--- config.mk ---
export PLATFORM = sky130hd
export DESIGN_NAME = fetch_buffer
export DESIGN_NICKNAME = d
export VERILOG_FILES = /design/src/rtl/fetch_pkg.sv /design/src/rtl/fetch_buffer_mem.sv /design/src/rtl/fetch_buffer.sv
export SDC_FILE = /design/constraint.sdc
export NUM_CORES = 1
export LEC_CHECK = 0
export CORE_UTILIZATION = 40
export DETAILED_ROUTE_END_ITERATION = 10
export SYNTH_ARGS = -nofsm -noshare
export SYNTH_HDL_FRONTEND = slang
export SYNTH_SLANG_ARGS = --single-unit
--- constraint.sdc ---
create_clock -name clock -period 6.7 [get_ports clock]
set_input_delay 1.34 -clock clock [delete_from_list [all_inputs] [get_ports clock]]
set_output_delay 1.34 -clock clock [all_outputs]
set_load 0.005 [all_outputs]
--- src/rtl/fetch_pkg.sv ---
// Shared fetch/decode definitions: the bubble instruction and the {pc, instruction} entry layout.
package fetch_pkg;

  localparam logic [31:0] NOP_INSTR = 32'h00000013;

  typedef struct packed {
    logic [31:0] pc;
    logic [31:0] instruction;
  } fetch_entry_t;

endpackage

--- src/rtl/fetch_buffer_mem.sv ---
// Entry storage for the fetch queue: synchronous write, asynchronous read, no reset.
module fetch_buffer_mem #(
  parameter int WIDTH = 64,
  parameter int DEPTH = 4,
  localparam int AW   = $clog2(DEPTH)
) (
  input  logic             clock,
  input  logic             i_wr_en,
  input  logic [AW-1:0]    i_wr_addr,
  input  logic [WIDTH-1:0] i_wr_data,
  input  logic [AW-1:0]    i_rd_addr,
  output logic [WIDTH-1:0] o_rd_data
);

  logic [WIDTH-1:0] r_mem [DEPTH];

  always_ff @(posedge clock) begin
    if (i_wr_en) r_mem[i_wr_addr] <= i_wr_data;
  end

  assign o_rd_data = r_mem[i_rd_addr];

endmodule

--- src/rtl/fetch_buffer.sv ---
// Fetch-to-decode queue of {pc, instruction} pairs with decode stall and branch flush.
module fetch_buffer
  import fetch_pkg::*;
#(
  parameter int               XLEN  = 32,
  parameter int               ILEN  = 32,
  parameter int               DEPTH = 4,
  parameter logic [ILEN-1:0]  NOP   = ILEN'(NOP_INSTR),
  localparam int              PW    = $clog2(DEPTH),
  localparam int              CW    = $clog2(DEPTH + 1)
) (
  input  logic            clock,
  input  logic            reset,
  input  logic            fetch_valid,
  output logic            fetch_ready,
  input  logic [XLEN-1:0] pc_fetch,
  input  logic [ILEN-1:0] instruction_fetch,
  input  logic            stall,
  input  logic            br_taken,
  output logic            decode_valid,
  output logic [XLEN-1:0] pc_decode,
  output logic [ILEN-1:0] instruction_decode,
  output logic [CW-1:0]   count
);

  logic [PW-1:0]        r_wr_ptr;
  logic [PW-1:0]        r_rd_ptr;
  logic [CW-1:0]        r_count;
  logic                 w_full;
  logic                 w_push;
  logic                 w_pop;
  logic [XLEN+ILEN-1:0] w_head;

  // Full comes from the count so a full queue is distinguishable from an empty one.
  assign w_full       = (r_count == CW'(DEPTH));
  assign fetch_ready  = ~w_full & ~br_taken;
  assign decode_valid = (r_count != '0);
  assign w_push       = fetch_valid & fetch_ready & ~br_taken;
  assign w_pop        = decode_valid & ~stall & ~br_taken;
  assign count        = r_count;

  fetch_buffer_mem #(
    .WIDTH (XLEN + ILEN),
    .DEPTH (DEPTH)
  ) u_mem (
    .clock     (clock),
    .i_wr_en   (w_push),
    .i_wr_addr (r_wr_ptr),
    .i_wr_data ({pc_fetch, instruction_fetch}),
    .i_rd_addr (r_rd_ptr),
    .o_rd_data (w_head)
  );

  assign pc_decode          = decode_valid ? w_head[XLEN+ILEN-1:ILEN] : '0;
  assign instruction_decode = decode_valid ? w_head[ILEN-1:0] : NOP;

  // A flush drops everything queued and discards any push or pop in the same cycle.
  always_ff @(posedge clock or negedge reset) begin
    if (!reset) begin
      r_wr_ptr <= '0;
      r_rd_ptr <= '0;
      r_count  <= '0;
    end else if (br_taken) begin
      r_rd_ptr <= r_wr_ptr;
      r_count  <= '0;
    end else begin
      if (w_push) r_wr_ptr <= r_wr_ptr + PW'(1);
      if (w_pop)  r_rd_ptr <= r_rd_ptr + PW'(1);
      if (w_push && !w_pop)      r_count <= r_count + CW'(1);
      else if (w_pop && !w_push) r_count <= r_count - CW'(1);
    end
  end

endmodule

* Word-level counts from Yosys, hierarchy flattened
Memories as Yosys holds them, arrays and structs flattened.
Cells that the tools add are included.
Widths: inputs -> output; s select.
** Operators by class
- Add/sub/neg operators :: 4
- $mul :: 0
- Div/mod/pow operators :: 0
- Order comparisons :: 0
- Equal/unequal tests :: 1
- Shifts and indexed selects :: 0
- Multiplexer cells :: 9
- Bitwise logic cells :: 8
- Reductions and logical operators :: 8
** Operator list (number)
- $mux 32 :: 2
- $mux 3 :: 3
- $reduce_bool 3->1 :: 2
- $and 1x1->1 :: 5
- $add 2x1->2 const B :: 2
- $mux 2 :: 2
- $add 3x1->3 const B :: 1
- $eq 3x3->1 const B :: 1
- $not 1->1 :: 3
- $sub 3x1->3 const B :: 1
- $logic_and 1x1->1 :: 2
- $logic_not 1->1 :: 2
- $mux 1 :: 2
- $reduce_and 2->1 :: 1
- $reduce_bool 2->1 :: 1
** Storage, ports and cells
- Bits in registers :: 7
- Bits in latches :: 0
- RAM bits :: 256
- Memory bits (read-only) :: 0
- Input port bits :: 69
- Output and inout port bits :: 69
- Logic and storage cells :: 34
- Memories kept :: 1
** Memories
- u_mem.r_mem :: words 4, width 64, read ports 1, clocked after memory_dff 0, write ports 1, RTL line fetch_buffer_mem.sv:15 : logic [WIDTH-1:0] r_mem [DEPTH];

* Depth between registers and ports, before layout
Gate-level depths: netlist of the first run.
- Depth after elaboration :: 10
- Depth in mapped cells :: 9
- Gate-level depth less buffers :: 8

* By module
Synthesis of the first run repeated with hierarchy kept, for this count alone.
** Second synthesis, totals
- Cell total of the unflattened synthesis :: 467
- Area, all modules :: 10327.4 um2
** By module, submodules not included
- fetch_buffer_mem :: times used 1, cells each 338, area an instance 9341.5 um2, sequential area each 7687.4 um2
- fetch_buffer :: times used 1, cells each 129, area an instance 985.9 um2, sequential area each 175.2 um2

* Least setup slack after synthesis of the first run
No wires, ideal clock.
- Kind :: input to register
- From :: input br_taken
- To :: memory u_mem.r_mem[0][0] (enable)
- Library setup time :: 0.429 ns
- Data arrival time :: 3.450 ns
- Data required time :: 6.271 ns
- Path slack :: 2.821 ns
- Cell stages on the path :: 4
- Buffers on the path :: 1
- Cells stage by stage :: clkbuf_1 -> nand2b_1 -> nor2_2 -> and2_1
** Between the ends
- Longest elaborated chain between the ends :: 6
** Ends and longest elaborated chain
- from (decl) :: RTL line fetch_buffer.sv:19 : input logic br_taken,
- $not 1->1 (no line) (*)
- $and 1x1->1 :: RTL line fetch_buffer.sv:36 : assign fetch_ready = ~w_full & ~br_taken;
- $and 1x1->1 :: RTL line fetch_buffer.sv:38 : assign w_push = fetch_valid & fetch_ready & ~br_taken;
- $and 1x1->1 (*) :: RTL line fetch_buffer.sv:38
- $mux 1 (*) :: RTL line fetch_buffer_mem.sv:18 : if (i_wr_en) r_mem[i_wr_addr] <= i_wr_data;
- $mux 1 (implied by the code) (*) :: RTL line fetch_buffer_mem.sv:18
- to (decl) :: RTL line fetch_buffer_mem.sv:15
Every way passes the cells marked *; elsewhere a longest branch is shown, timed or not.

* Final worst setup path of the first run
- From :: register r_rd_ptr[0]
- To :: output instruction_decode[20]
** Between the ends
- Longest elaborated chain between the ends :: 2
** Ends and longest elaborated chain
- from (decl) :: RTL line fetch_buffer.sv:27 : logic [PW-1:0] r_rd_ptr;
- from (signal assigned) :: RTL line fetch_buffer.sv:64 : r_rd_ptr <= r_wr_ptr;
- from (signal assigned) :: RTL line fetch_buffer.sv:68 : if (w_pop) r_rd_ptr <= r_rd_ptr + PW'(1);
- $mem_v2 4x64
- $mux 32 :: RTL line fetch_buffer.sv:55 : assign instruction_decode = decode_valid ? w_head[ILEN-1:0] : NOP;
- to (decl) :: RTL line fetch_buffer.sv:22 : output logic [ILEN-1:0] instruction_decode,
No other way between the ends.

==> results.md, run 1 <==
* Most frequent cells in the layout: 256 x edfxtp_1, 137 x clkdlybuf4s50_1, 65 x and2_1
* Compound-cell area share of the yosys netlist at 0.008084
* Final Max Tran Viols at 0
* IO Port Bufs at 137
* Net Sw Frac at 0.2525
* H-tree depth at 1
* Wire length per cell at 19.95 µm
* Row cnt at 58
* Fill cell count at 2061
* Static leakage at 4.145 nW
* Startpoint types: register
* Final period util at 0.7005
* Initial antenna violation count at 1
* Post-CTS Hold Buffers at 0
* GRT Residual Overflow at 0
* Syn Inst Count at 469
* Crit path required time at 5.36 ns
* Die X at 161.8 µm
* DR vias at 4884
* RSZ-0062 raised after global routing: false
* Final setup fails at 0
* CTS tree: done
* Routed WL at 19270 µm
* Ys Warns at 0
* Yosys reg bits at 263
* Fraction of layout cells with a size suffix above 1 at 0.1887
* Via density at 5.056
* Clock power frac at 0.308
* Maximum VDD drop at 304.7 µV
* Detailed Place HPWL at 10360 µm
* Post-synthesis net count at 543
* Diode count at 0
* DRC violations left at 0
* Simple-gate share of the synthesized area at 0.05292
* Final Skew at 0.01286 ns
* CP Max Fanout at 49
* Detailed Routing Iterations Pass 1 at 6
* Die footprint at 26180 µm²
* Relative slew margins at 0.2761
* Design area at 12890 µm²
* Synth cell types at 33
* Pwr/cell area at 413.1 nW/µm²
* Starting Density at 0.4068
* Worst hold margin at 0.5820 ns
* Setup TNS at 0 ns
* First DRT Iteration DRCs at 196
* CTS buffer count at 28
* Status: completed
* First-pass GRT wire length at 29590 µm
* Mean Syn Cell Area at 21.78 µm²
* Final Wtd Congestion at 0.6999
* Max-cap violations at 0
* Tmin final at 4.693 ns
* Kind of critical path: register to primary output
* Xor/xnor cell area share of the yosys netlist at 0.004287
* CTS root buf: clkbuf_16
* Largest net degree at the start of global routing at 66
* Fin util at 0.5134
* Hold Vio Cnt, Final at 0
* Layout Area Growth over Synthesis at 26.20%
* Min-delay worst type: register to register
* Core area at 25110 µm²
* Antenna-violating nets left at 0
* Post-CTS setup buffer count at 0
* Critical Path End Type: primary output
* Combinational Power Share at 0.275
* Largest family of logic cells by synthesized area: multiplexers
* Resize count post-CTS at 0
* Most common cell after layout, fill and taps aside: edfxtp_1
* Syn Std Cell Area at 10210 µm²
* Crit path DAT at 3.35 ns
* Maximum clock path buffer count at 3
* Sequential fraction of design power at 0.417
* Max Freq at 213.1 MHz
* Measured slew at the worst slew-check pin at 1.084 ns
* Sinks on Clock Net at 263
* Vias in the first global route at 5246
* Net count, final at 688
* Clock transition at path regs at 0.06 ns
* Tot GR Track Use at 0.1503
* Seq/Total Area, Yosys at 0.7697
* Chip Height at 161.8 µm
* Mux cell area share after synthesis at 0.1422
* Worst skew pair latency at 0.53 ns
* Psw at 1.345 mW
* Power Internal at 3.981 mW
* Post-synthesis adder-cell area fraction at 0.006859
* FF-to-FF setup slack at 4.28 ns
* Top Ports at 138
* Placed cell area at 11880 µm²
## metrics by stage
step / std cells / setup WS (ns) / power, mW
after floorplan: 469 / 2.821 / 3.015
after global placement: 914 / 2.439 / 3.749
after detailed placement: 914 / 2.423 / 3.763
after CTS: 966 / 1.847 / 5.418
after global routing: 966 / 1.712 / 5.592
final: 966 / 2.007 / 5.325
## registers in the layout (all words and copies together), names as in the netlist
register and flops:
r_rd_ptr 2, u_mem.r_mem 256, count 3, r_wr_ptr 2
## layer usage
metal | vias up | part of all wire | GRT usage
met1 | 2521 | 0.42 | 0.1913
met2 | 141 | 0.49 | 0.2581
met3 | 30 | 0.064 | 0.03933
met5 | - | 0.00057 | 0
li1 | 2190 | - | -
met4 | 2 | 0.020 | 0.03431
## power groups by stage
| stage | registers (mW) | logic, mW | clock network (mW) |
|---|---|---|---|
| after global routing | 2.26 | 1.59 | 1.74 |
| after detailed placement | 2.27 | 1.49 | 0 |
| after CTS | 2.24 | 1.50 | 1.68 |
| after floorplan | 2.07 | 0.944 | 0 |
| after global placement | 2.26 | 1.49 | 0 |
| final | 2.22 | 1.46 | 1.64 |
## kinds of logic (layout without fill, tap and decap cells)
logic type | count (synthesis) | in the layout
DFF | 263 | 263
buffers and inverters | 29 | 196
AOI/OAI and AO/OA | 13 | 13
and+or+nand+nor | 89 | 89
muxes | 65 | 65
xor gates and xnor gates | 5 | 5
adders and majority gates | 5 | 5
## worst paths after layout
check | cells past startpoint | startpoint | end
min | 2 | r_wr_ptr[0] | r_rd_ptr[0]
min reg2reg | 2 | r_wr_ptr[0] | r_rd_ptr[0]
max in group asynchronous | 1 | reset | r_rd_ptr[1]
min in group asynchronous | 1 | reset | count[1]
max | 4 | r_rd_ptr[0] | instruction_decode[20]
max reg2reg | 4 | count[0] | u_mem.r_mem[3][56]
## cell type report
cell class                 count  area, µm²  share of cell area
timing repair buffer         138       1379              0.1070
tap                          330      412.9             0.03203
inverter                       6      22.52            0.001747
multi-input combinational    177       2200              0.1706
clock inverter                14      227.7             0.01766
sequential                   263       7870              0.6105
clock buffer                  38      779.5             0.06047
## synthesized netlist by cell type
master,count,area share
o21ai_1,1,0.00049
nor3_2,1,0.00098
xor2_1,2,0.0017
buf_4,2,0.0015
mux4_2,64,0.14
a21oi_1,5,0.0024
nand2b_1,1,0.00061
nor3_1,1,0.00049
o31a_1,1,0.00086
nor3b_2,1,0.0012
nand2_1,3,0.0011
nor2b_1,1,0.00061
and2_1,69,0.042
o21ai_0,2,0.00098
buf_6,5,0.0055
fa_1,1,0.0020
o22ai_1,1,0.00061
dfrtp_1,7,0.017
inv_1,5,0.0018
o32ai_1,1,0.00086
clkbuf_1,9,0.0033
nor2_1,7,0.0026
nor2_2,1,0.00061
xnor2_1,3,0.0026
or2_1,3,0.0018
o32a_1,1,0.00098
edfxtp_1,256,0.75
mux2_2,1,0.0011
ha_1,4,0.0049
or2_2,1,0.00061
inv_2,1,0.00037
buf_2,7,0.0034
o221ai_1,1,0.00086
## critical path: stages (launching register included)
cell             delay (ns)
dfrtp_4                1.09
buf_4                  0.50
mux4_2                 0.55
and2_1                 0.18
clkdlybuf4s50_1        0.48
(Power assumes the default switching activity.)
==> inputs of run 2 (changes only) <==
clock period = 4.3 ns   (was 6.7 ns; I/O delays follow)
==> run 2 against run 1 <==
Sequential cell count is the same. Die area is the same. Clock skew shrank 0.0054 ns. Critical path depth is the same. Routed wire length grew 1.6%. Via count grew 1.7%. Combinational power grew 68%. Global-route usage grew 0.30 points.
==> results.md, run 2 (same netlist as run 1, synthesis figures left out) <==
* Starting Density at 0.4068
* First-pass GRT wire length at 30600 µm
* Core area at 25110 µm²
* Area of the multi-input gates at 2200 µm²
* Pwr/cell area at 617.6 nW/µm²
* Crit path required time at 3.44 ns
* Status: completed
* Biggest register: u_mem.r_mem
* Initial antenna violation count at 1
* Relative slew margins at 0.2561
* Setup TNS at 0 ns
* IO Port Bufs at 137
* Measured slew at the worst slew-check pin at 1.116 ns
* Max-cap violations at 0
* Kind of critical path: register to primary output
* Largest register FFs at 256
* CP startpoint: count[2]
* Post-CTS Hold Buffers at 0
* CTS buffer count at 27
* Net count, final at 695
* Maximum clock path buffer count at 3
* Antenna-violating nets left at 0
* Resize count post-CTS at 0
* Diode count at 0
* Most frequent cells in the layout: 256 x edfxtp_1, 137 x clkdlybuf4s50_1, 65 x and2_1
* Fraction of layout cells with a size suffix above 1 at 0.1852
* Vias in the first global route at 5328
* Startpoint types: register
* Detailed Place HPWL at 11490 µm
* Post-CTS setup buffer count at 0
* Via density at 5.138
* Layout Area Growth over Synthesis at 25.14%
* Row cnt at 58
* Die X at 161.8 µm
* Largest net degree at the start of global routing at 64
* Hold Vio Cnt, Final at 0
* Maximum VDD drop at 388.2 µV
* RSZ-0062 raised after global routing: false
* Final Max Tran Viols at 0
* DR vias at 4968
* H-tree depth at 1
* Final period util at 0.8883
* Worst hold margin at 0.5780 ns
* Clock transition at path regs at 0.06 ns
* Final Skew at 0.007451 ns
* Register area at 7870 µm²
* Final Wtd Congestion at 0.7083
* GRT Residual Overflow at 0
* CP Max Fanout at 63
* Hold Startpoint: r_wr_ptr[0]
* Tmin final at 3.820 ns
* Critical Path End Type: primary output
* CTS root buf: clkbuf_16
* Wire length per cell at 20.24 µm
* CTS tree: done
* DRC violations left at 0
* Die footprint at 26180 µm²
* Final setup fails at 0
* Detailed Routing Iterations Pass 1 at 4
* Max Freq at 261.8 MHz
* Chip Height at 161.8 µm
* Fill cell count at 2065
* Tot Pwr at 7.895 mW
* Routed WL at 19570 µm
* Top Ports at 138
* Most common cell after layout, fill and taps aside: edfxtp_1
* Sinks on Clock Net at 263
* FF-to-FF Start: count[2]
* Worst skew pair latency at 0.52 ns
* Min-delay worst type: register to register
* Crit path DAT at 2.96 ns
* First DRT Iteration DRCs at 224
* Static leakage at 4.097 nW
* Tot GR Track Use at 0.1534
* Fin util at 0.5091
[run 2: cell type report]
| cell class | instances | share of cell area |
|---|---|---|
| sequential | 263 | 0.6157 |
| multi-input combinational | 177 | 0.1721 |
| inverter | 6 | 0.001762 |
| timing repair buffer | 146 | 0.1175 |
| clock inverter | 12 | 0.006069 |
| tap | 330 | 0.03230 |
| clock buffer | 33 | 0.05462 |
[run 2: layer usage]
| metal | wire length, µm | GRT usage |
|---|---|---|
| met1 | 8132 | 0.1974 |
| met2 | 9603 | 0.2558 |
| met3 | 1493 | 0.04494 |
| met4 | 328 | 0.03774 |
| met5 | 13 | 0 |
[run 2: report_power, final]
part	total [mW]	switching, mW	internal, mW
registers	3.36	0.248	3.11
logic	2.45	0.945	1.51
clock network	2.08	0.885	1.20
[run 2: per-stage QoR]
step / setup WS, ns / cells / area [µm²]
after global placement: 1.022 / 922 / 12010
after global routing: 0.2562 / 967 / 12780
after detailed placement: 0.9738 / 922 / 12010
after CTS: 0.3934 / 967 / 12780
after floorplan: 0.9008 / 469 / 10210
final: 0.4803 / 967 / 12780
[run 2: worst paths after layout]
path	endpoint	slack [ns]	depth (start not counted)
setup / recovery	instruction_decode[13]	0.48	4
hold / removal	r_rd_ptr[0]	0.58	2
min in group asynchronous	count[0]	0.59	1
max in group asynchronous	r_rd_ptr[0]	3.45	1
setup reg to reg	count[1]	2.00	6
hold reg to reg	r_rd_ptr[0]	0.58	2
[run 2: worst max-delay path, cell delays in order (launching register included)]
cell and delay, ns:
dfrtp_1 0.48, nor3_2 0.49, inv_2 0.57, and2_1 0.34
clkdlybuf4s50_1 0.50
==> inputs of run 3 (changes only) <==
SYNTH_HIERARCHICAL = 1   (was unset)
==> run 3 against run 2 <==
Worst hold slack improved by 0.044 ns. Total power fell by 2.3%. Clock skew rose by 0.0028 ns. Cell count rose by 0.10%. Sequential share of layout area barely moved. Maximum frequency rose by 2.6%. Sequential power barely moved. First-iteration DRC count rose by 21%. Critical path type unchanged. Largest power group unchanged. Highest routed layer is now met4.
==> results.md, run 3 <==
* Status: completed
* Synth cell types at 39
* Largest net degree at the start of global routing at 66
* Power Internal at 5.714 mW
* Largest family of logic cells by synthesized area: multiplexers
* Ys async rst share at 0.02662
* Post-synthesis net count at 537
* Die X at 162.7 µm
* Synth top area cells: edfxtp_1 74%, mux4_2 13%, and2_1 3.7%
* Clock transition at path regs at 0.06 ns
* GRT Residual Overflow at 0
* Clock power frac at 0.266
* FF-to-FF setup slack at 1.82 ns
* Startpoint types: register
* First DRT Iteration DRCs at 270
* CTS buffer count at 26
* Top Ports at 138
* IO Port Bufs at 137
* Maximum VDD drop at 321.6 µV
* Dominant cell type by area after synthesis: edfxtp_1
* CP Cell Sequence: nor3_4 > inv_2 > and2_1 > clkdlybuf4s50_1
* Tmin final at 3.722 ns
* Post-CTS setup buffer count at 0
* Wire length per cell at 20.16 µm
* CP max stage delay at 0.81 ns
* Biggest register: u_mem/r_mem
* Mean Syn Cell Area at 22.11 µm²
* CP delay by family, top: buffers and inverters
* Final Wtd Congestion at 0.8353
* Yosys reg bits at 263
* Final period util at 0.8655
* Max-cap violations at 0
* Maximum clock path buffer count at 3
* Slowest cell on crit path: inv_2
* Detailed Routing Iterations Pass 1 at 4
* Net count, final at 689
* CP startpoint: count[2]
* Crit path required time at 3.44 ns
* Via density at 4.994
* Fraction of layout cells with a size suffix above 1 at 0.1790
* Crit path to: instruction_decode[22]
* Antenna-violating nets left at 0
* Final setup fails at 0
* Measured slew at the worst slew-check pin at 1.116 ns
* Non-Filler Instances at 968
* CTS root buf: clkbuf_16
* Ys Warns at 6
* Kind of critical path: register to primary output
* Most frequent cell after synthesis: edfxtp_1
* CP Max Fanout at 65
* Xor/xnor cell area share of the yosys netlist at 0.005088
* Relative slew margins at 0.2552
* Static leakage at 4.081 nW
* Initial antenna violation count at 1
* First-pass GRT wire length at 29880 µm
* Compound-cell area share of the yosys netlist at 0.008965
* Routed WL at 19520 µm
* Detailed Place HPWL at 11870 µm
* Final Skew at 0.01021 ns
* Post-CTS Hold Buffers at 0
* Row cnt at 58
* Starting Density at 0.4089
* Sinks on Clock Net at 263
* List of most frequent post-synthesis cells: 256 x edfxtp_1, 61 x and2_1, 60 x mux4_2, 9 x nor2_1, 8 x buf_6
* Simple-gate share of the synthesized area at 0.05428
* DRC violations left at 0
* Chip Height at 162.7 µm
* Buf/Inv on CP at 2
* DR vias at 4834
* Ys flop type: edfxtp_1
* Setup TNS at 0 ns
* Pwr/cell area at 603.4 nW/µm²
* Most common cell after layout, fill and taps aside: edfxtp_1
* Seq/Total Area, Yosys at 0.7613
* Layout Area Growth over Synthesis at 23.72%
* FF-to-FF Start: count[1]
* Sequential fraction of design power at 0.440
* Syn Std Cell Area at 10330 µm²
* Combinational Power Share at 0.294
* Cells after DPL at 921
* CTS tree: done
* Crit path depth at 4
* Tot GR Track Use at 0.1513
* Mux cell area share after synthesis at 0.1410
* FF-to-FF End: u_mem/r_mem[3][13]
* Synth top area share at 0.7444
* Critical Path End Type: primary output
* Crit path DAT at 2.86 ns
* Net Sw Frac at 0.2589
* Psw at 1.996 mW
* Syn Inst Count at 467
* Most frequent cells in the layout: 256 x edfxtp_1, 137 x clkdlybuf4s50_1, 61 x and2_1
* Worst skew pair latency at 0.52 ns
* Min-delay worst type: input port to asynchronous set/reset pin
* R2R depth at 6
* Die footprint at 26460 µm²
* Max Freq at 268.7 MHz
* Final Max Tran Viols at 0
* Vias in the first global route at 5150
* H-tree depth at 1
* Post-synthesis adder-cell area fraction at 0.001938
* Core area at 25250 µm²
* Hold Vio Cnt, Final at 0
* Resize count post-CTS at 0
* EDFF count, synth at 256
* Largest register FFs at 256
* RSZ-0062 raised after global routing: false
[run 3: cells by family after synthesis]
kind of cell,count (synthesis)
AND/OR/NAND/NOR,91
flip-flops,263
buffers and inverters,29
adder cells (fa/ha/maj),1
XOR/XNOR,6
AO/OA/AOI/OAI,13
multiplexers,64
[run 3: routing by layer]
layer | global-route usage | part of all wire
met1 | 0.1991 | 0.43
met2 | 0.2503 | 0.49
met3 | 0.04049 | 0.071
met4 | 0.03696 | 0.016
met5 | 0 | 0
[run 3: power groups by stage]
stage | Combinational (mW) | Clock [mW] | Sequential, mW
floorplan | 1.55 | 0 | 3.23
global placement | 2.29 | 0 | 3.44
detailed placement | 2.31 | 0 | 3.46
CTS | 2.32 | 2.10 | 3.40
global route | 2.45 | 2.21 | 3.43
finish | 2.27 | 2.05 | 3.39
[run 3: area by class of cell]
| type | count | area (µm²) |
|---|---|---|
| multi-input combinational | 175 | 2206 |
| antenna | 1 | 2.502 |
| fill | 2009 | 12480 |
| inverter | 5 | 18.77 |
| clock inverter | 13 | 77.57 |
| tap | 330 | 412.9 |
| sequential | 263 | 7870 |
| clock buffer | 33 | 698.2 |
| timing repair buffer | 148 | 1491 |
[run 3: through the flow]
| stage | worst slack (ns) | util | area (µm²) | hold slack [ns] | power (mW) |
|---|---|---|---|---|---|
| final | 0.5782 | 0.5059 | 12780 | 0.6221 | 7.710 |
| after global routing | 0.3611 | 0.5058 | 12770 | 0.6156 | 8.097 |
| after CTS | 0.4877 | 0.5058 | 12770 | 0.6123 | 7.829 |
| after detailed placement | 1.024 | 0.4751 | 12000 | 0.6129 | 5.763 |
| after global placement | 1.097 | 0.4751 | 12000 | 0.5963 | 5.732 |
| after floorplan | 0.1128 | - | 10330 | 0.5216 | 4.777 |
[run 3: how the worst min path moves through the flow]
stage / start / to / slack, ns / cells past startpoint
global route: reset / count[2] / 0.62 / 1
finish: reset / count[2] / 0.62 / 1
detailed placement: r_wr_ptr[1] / r_wr_ptr[1] / 0.61 / 1
floorplan: r_wr_ptr[1] / r_wr_ptr[1] / 0.52 / 1
global placement: r_wr_ptr[1] / r_wr_ptr[1] / 0.60 / 1
CTS: reset / count[2] / 0.61 / 1
==> RTL edit 1 (config.mk and constraints of run 2) <==
Change the parameter `ILEN` from 32 to 64.
--- a/src/rtl/fetch_buffer.sv
+++ b/src/rtl/fetch_buffer.sv
@@ -5,3 +5,3 @@
   parameter int               XLEN  = 32,
-  parameter int               ILEN  = 32,
+  parameter int               ILEN  = 64,
   parameter int               DEPTH = 4,
Interface: changed (resized instruction_decode and instruction_fetch); port bits go from 138 to 202. The function was not compared with the original's and may differ.
==> RTL edit 1 against run 2 <==
Wire length increased by 51%; hold slack improved by 0.016 ns; power increased by 52%; final area increased by 49%; largest cell class unchanged; maximum frequency increased by 5.4%; sequential share of layout area about the same; first-iteration DRC count increased by 48%; worst setup slack improved by 0.19 ns; synthesized area increased by 47%; via count increased by 43%; sequential cell count increased by 128; count of clock-buffer cells in the layout increased by 17.
==> RTL edit 1: results (changes against run 2) <==
\begin{tabular}{lr}
\hline
Metric & Value \\
\hline
\multicolumn{2}{l}{\textbf{Hold path}} \\
Source of the worst hold timing path & r\_wr\_ptr[1]\$\_DFFE\_PN0P\_ (was r\_wr\_ptr[0]\$\_DFFE\_PN0P\_) \\
\multicolumn{2}{l}{\textbf{Synthesis}} \\
Fraction of registers with async set/reset & 1.790\% (was 2.662\%) \\
Net count after synthesis & 779 (was 543) \\
Share of synthesized area occupied by flip-flops and latches & 77.86\% (was 76.97\%) \\
\multicolumn{2}{l}{\textbf{Setup path}} \\
Max stage delay cell, worst path & dfrtp\_4 (was inv\_2) \\
Largest fanout on the critical path & 18 (was 63) \\
Cell depth of the worst flop-to-flop path & 5 (was 6) \\
Flop2flop setup slack & 1.97 ns (was 2.00 ns) \\
\multicolumn{2}{l}{\textbf{Place}} \\
Hpwl dp & 17.34 mm (was 11.49 mm) \\
Weighted congestion reported at the end of routability-driven placement & 0.7011 (was 0.7083) \\
Minimum setup slack after placement & 1.101 ns (was 0.9738 ns) \\
Total placed instance area & 17,700 sq um (was 12,010 sq um) \\
Placed Cells & 1,323 (was 922) \\
\multicolumn{2}{l}{\textbf{Run status}} \\
Status & finished clean (unchanged) \\
\multicolumn{2}{l}{\textbf{Global route}} \\
Met3 Usage GRT & 3.352\% (was 4.494\%) \\
GR met1 Demand/Resource & 19.98\% (was 19.74\%) \\
Largest net degree at the start of global routing & 60 (was 64) \\
Number of antenna violations at the first check in global routing & 4 (was 1) \\
\multicolumn{2}{l}{\textbf{Detailed routing}} \\
Wire length the detailed router placed on met1 & 12.58 mm (was 8.132 mm) \\
\multicolumn{2}{l}{\textbf{Cells and area}} \\
Fraction of final layout cells sized beyond drive strength 1 & 19.18\% (was 18.52\%) \\
Nets & 1,005 (was 695) \\
Synthesis-to-layout area growth & 26.54\% (was 25.14\%) \\
\multicolumn{2}{l}{\textbf{Power and ir drop}} \\
Maximum vdd ir drop & 392.2 uV (was 388.2 uV) \\
Reported clock group power & 3420 uW (was 2080 uW) \\
\multicolumn{2}{l}{\textbf{Timing}} \\
Setup skew after layout & 0.01118 ns (was 0.007451 ns) \\
\hline
\end{tabular}
## RTL edit 1: worst reg2reg max path, delay by kind of cell, from the launching register on
family	cells	cell delay [ns]
buffers and inverters	1	0.33
flip-flops	1	0.49
AND/OR/NAND/NOR	4	1.17
## RTL edit 1: logic make-up (layout without fill, tap and decap cells)
family                     count (synthesis)  in the layout  share of synthesized area (%)
muxes                                     97             97                          14.46
DFF                                      391            391                          77.86
buffers and inverters                     41            296                          1.440
and+or+nand+nor                          121            121                          4.935
AOI/OAI and AO/OA                         13             13                         0.5493
xor gates and xnor gates                   5              5                         0.2913
adders and majority gates                  5              5                         0.4661
other                                      0              4                              0
## RTL edit 1: final cells by class
cell class,instances,area share (%)
well taps,468,3.078
repair buffers,217,11.86
flip-flops and latches,391,61.57
clock buffers,50,5.794
inverters,6,0.1184
clock inverters,23,1.111
diodes,4,0.05261
multi-input cells,241,16.41
==> RTL edit 2 (config.mk and constraints of run 2) <==
Without the edit above. Register the output `count` once more, with the module's reset; this adds one clock of latency there. The other outputs are not delayed to match.
--- a/src/rtl/fetch_buffer.sv
+++ b/src/rtl/fetch_buffer.sv
@@ -39,3 +39,9 @@
   assign w_pop        = decode_valid & ~stall & ~br_taken;
-  assign count        = r_count;
+  always_ff @(posedge clock or negedge reset) begin
+    if (!reset) begin
+      count <= '0;
+    end else begin
+      count <= r_count;
+    end
+  end
 
Function: changed (Yosys sat finds a counterexample within 4 cycles, from zero or initial values and one cycle with reset low).
==> RTL edit 2 against run 2 <==
Wire length is 1.2% lower; power increased by 1.3%; die area is 0.96% higher; worst setup slack better by 0.22 ns; final area is 1.5% higher; critical endpoint is now instruction_decode[21]; highest routed layer unchanged; synthesized area rose by 0.97%; sequential cell count increased by 3; sequential power is 1% lower; clock power is 11% higher.
==> RTL edit 2: results (changes against run 2) <==
\begin{tabular}{lr}
\hline
Metric & Value \\
\hline
\multicolumn{2}{l}{\textbf{Detailed routing}} \\
Met2 Wirelength & 9.758 mm (was 9.603 mm) \\
Final routed wirelength across all metal layers & 19.34 mm (was 19.57 mm) \\
\multicolumn{2}{l}{\textbf{Power and ir drop}} \\
Switch Pwr & 2054 uW (was 2078 uW) \\
Maximum vdd ir drop & 249.9 uV (was 388.2 uV) \\
Portion of total power attributed to the clock network & 28.8\% (was 26.4\%) \\
Net Sw Frac & 25.69\% (was 26.33\%) \\
Leakage power of the design & 0.004184 uW (was 0.004097 uW) \\
\multicolumn{2}{l}{\textbf{Global route}} \\
Combined global-route utilization of all metal layers & 15.11\% (was 15.34\%) \\
Vias in the first global route & 5,291 (was 5,328) \\
Met3 Usage GRT & 2.801\% (was 4.494\%) \\
\multicolumn{2}{l}{\textbf{Hold path}} \\
Source of the worst hold timing path & r\_count[0]\$\_DFFE\_PN0P\_ (was r\_wr\_ptr[0]\$\_DFFE\_PN0P\_) \\
Hold path endpoint & count[0]\$\_DFF\_PN0\_ (was r\_rd\_ptr[0]\$\_DFFE\_PN0P\_) \\
Worst hold stages & 0 (was 2) \\
\multicolumn{2}{l}{\textbf{Timing}} \\
Slew of the pin with the lowest slew margin & 0.6834 ns (was 1.116 ns) \\
\multicolumn{2}{l}{\textbf{Synthesis}} \\
Commonest cells in the netlist & 256 x edfxtp\_1, 66 x and2\_1, 64 x mux4\_2, 10 x dfrtp\_1, 8 x buf\_2 (was 256 x edfxtp\_1, 69 x and2\_1, 64 x mux4\_2, 9 x clkbuf\_1) \\
Share of synthesized area occupied by flip-flops and latches & 76.96\% (was 76.97\%) \\
Net count after synthesis & 542 (was 543) \\
Main area contributors after synthesis & edfxtp\_1 75\%, mux4\_2 14\%, and2\_1 4.0\% (was edfxtp\_1 75\%, mux4\_2 14\%, and2\_1 4.2\%) \\
\multicolumn{2}{l}{\textbf{Floorplan}} \\
Die Wd & 162.6 um (was 161.8 um) \\
\multicolumn{2}{l}{\textbf{Run status}} \\
Status & finished clean (unchanged) \\
\multicolumn{2}{l}{\textbf{Setup path}} \\
Largest fanout on the critical path & 30 (was 63) \\
Cell depth of the worst flop-to-flop path & 8 (was 6) \\
Worst reg2reg path endpoint & r\_count[2]\$\_DFFE\_PN0P\_ (was count[1]\$\_DFFE\_PN0P\_) \\
Reg2Reg Launch Point & r\_count[1]\$\_DFFE\_PN0P\_ (was count[2]\$\_DFFE\_PN0P\_) \\
WP data arrival & 2.74 ns (was 2.96 ns) \\
\multicolumn{2}{l}{\textbf{Cells and area}} \\
Nets & 696 (was 695) \\
Fraction of final layout cells sized beyond drive strength 1 & 19.75\% (was 18.52\%) \\
Number of standard cells in the final layout excluding fillers & 973 (was 967) \\
\multicolumn{2}{l}{\textbf{Place}} \\
Minimum setup slack after placement & 1.108 ns (was 0.9738 ns) \\
\hline
\end{tabular}
RTL edit 2: cell types whose count changed in the layout (fill, tap and decap cells not counted), moves of 3 or more:
cell / change
clkbuf_8: +3
and2_1: -3
dfrtp_1: +3
o21ai_1: +3
RTL edit 2: logic make-up after synthesis:
group           after synthesis  share of synthesized area (%)
fa+ha+maj                     5                         0.6794
buf+inv                      28                          1.893
flops                       266                          76.96
xor+xnor                      6                         0.5095
simple gates                 86                          5.119
compound gates               13                         0.8614
mux                          64                          13.98
RTL edit 2: metrics by stage:
stage                     cell area (sq um)  hold slack, ns
final                                 12970          0.5013
after global routing                  12970          0.5231
after floorplan                       10310          0.3487
after detailed placement              12080          0.4853
after global placement                12080          0.4797
after CTS                             12970          0.4993
RTL edit 2: area by class of cell:
type                    count  area (sq um)
fillers                  2042         12280
well taps                 330         412.9
repair buffers            147          1509
multi-input cells         174          2191
clock buffers              34         732.0
clock inverters            16         158.9
inverters                   6         22.52
flip-flops and latches    266          7945
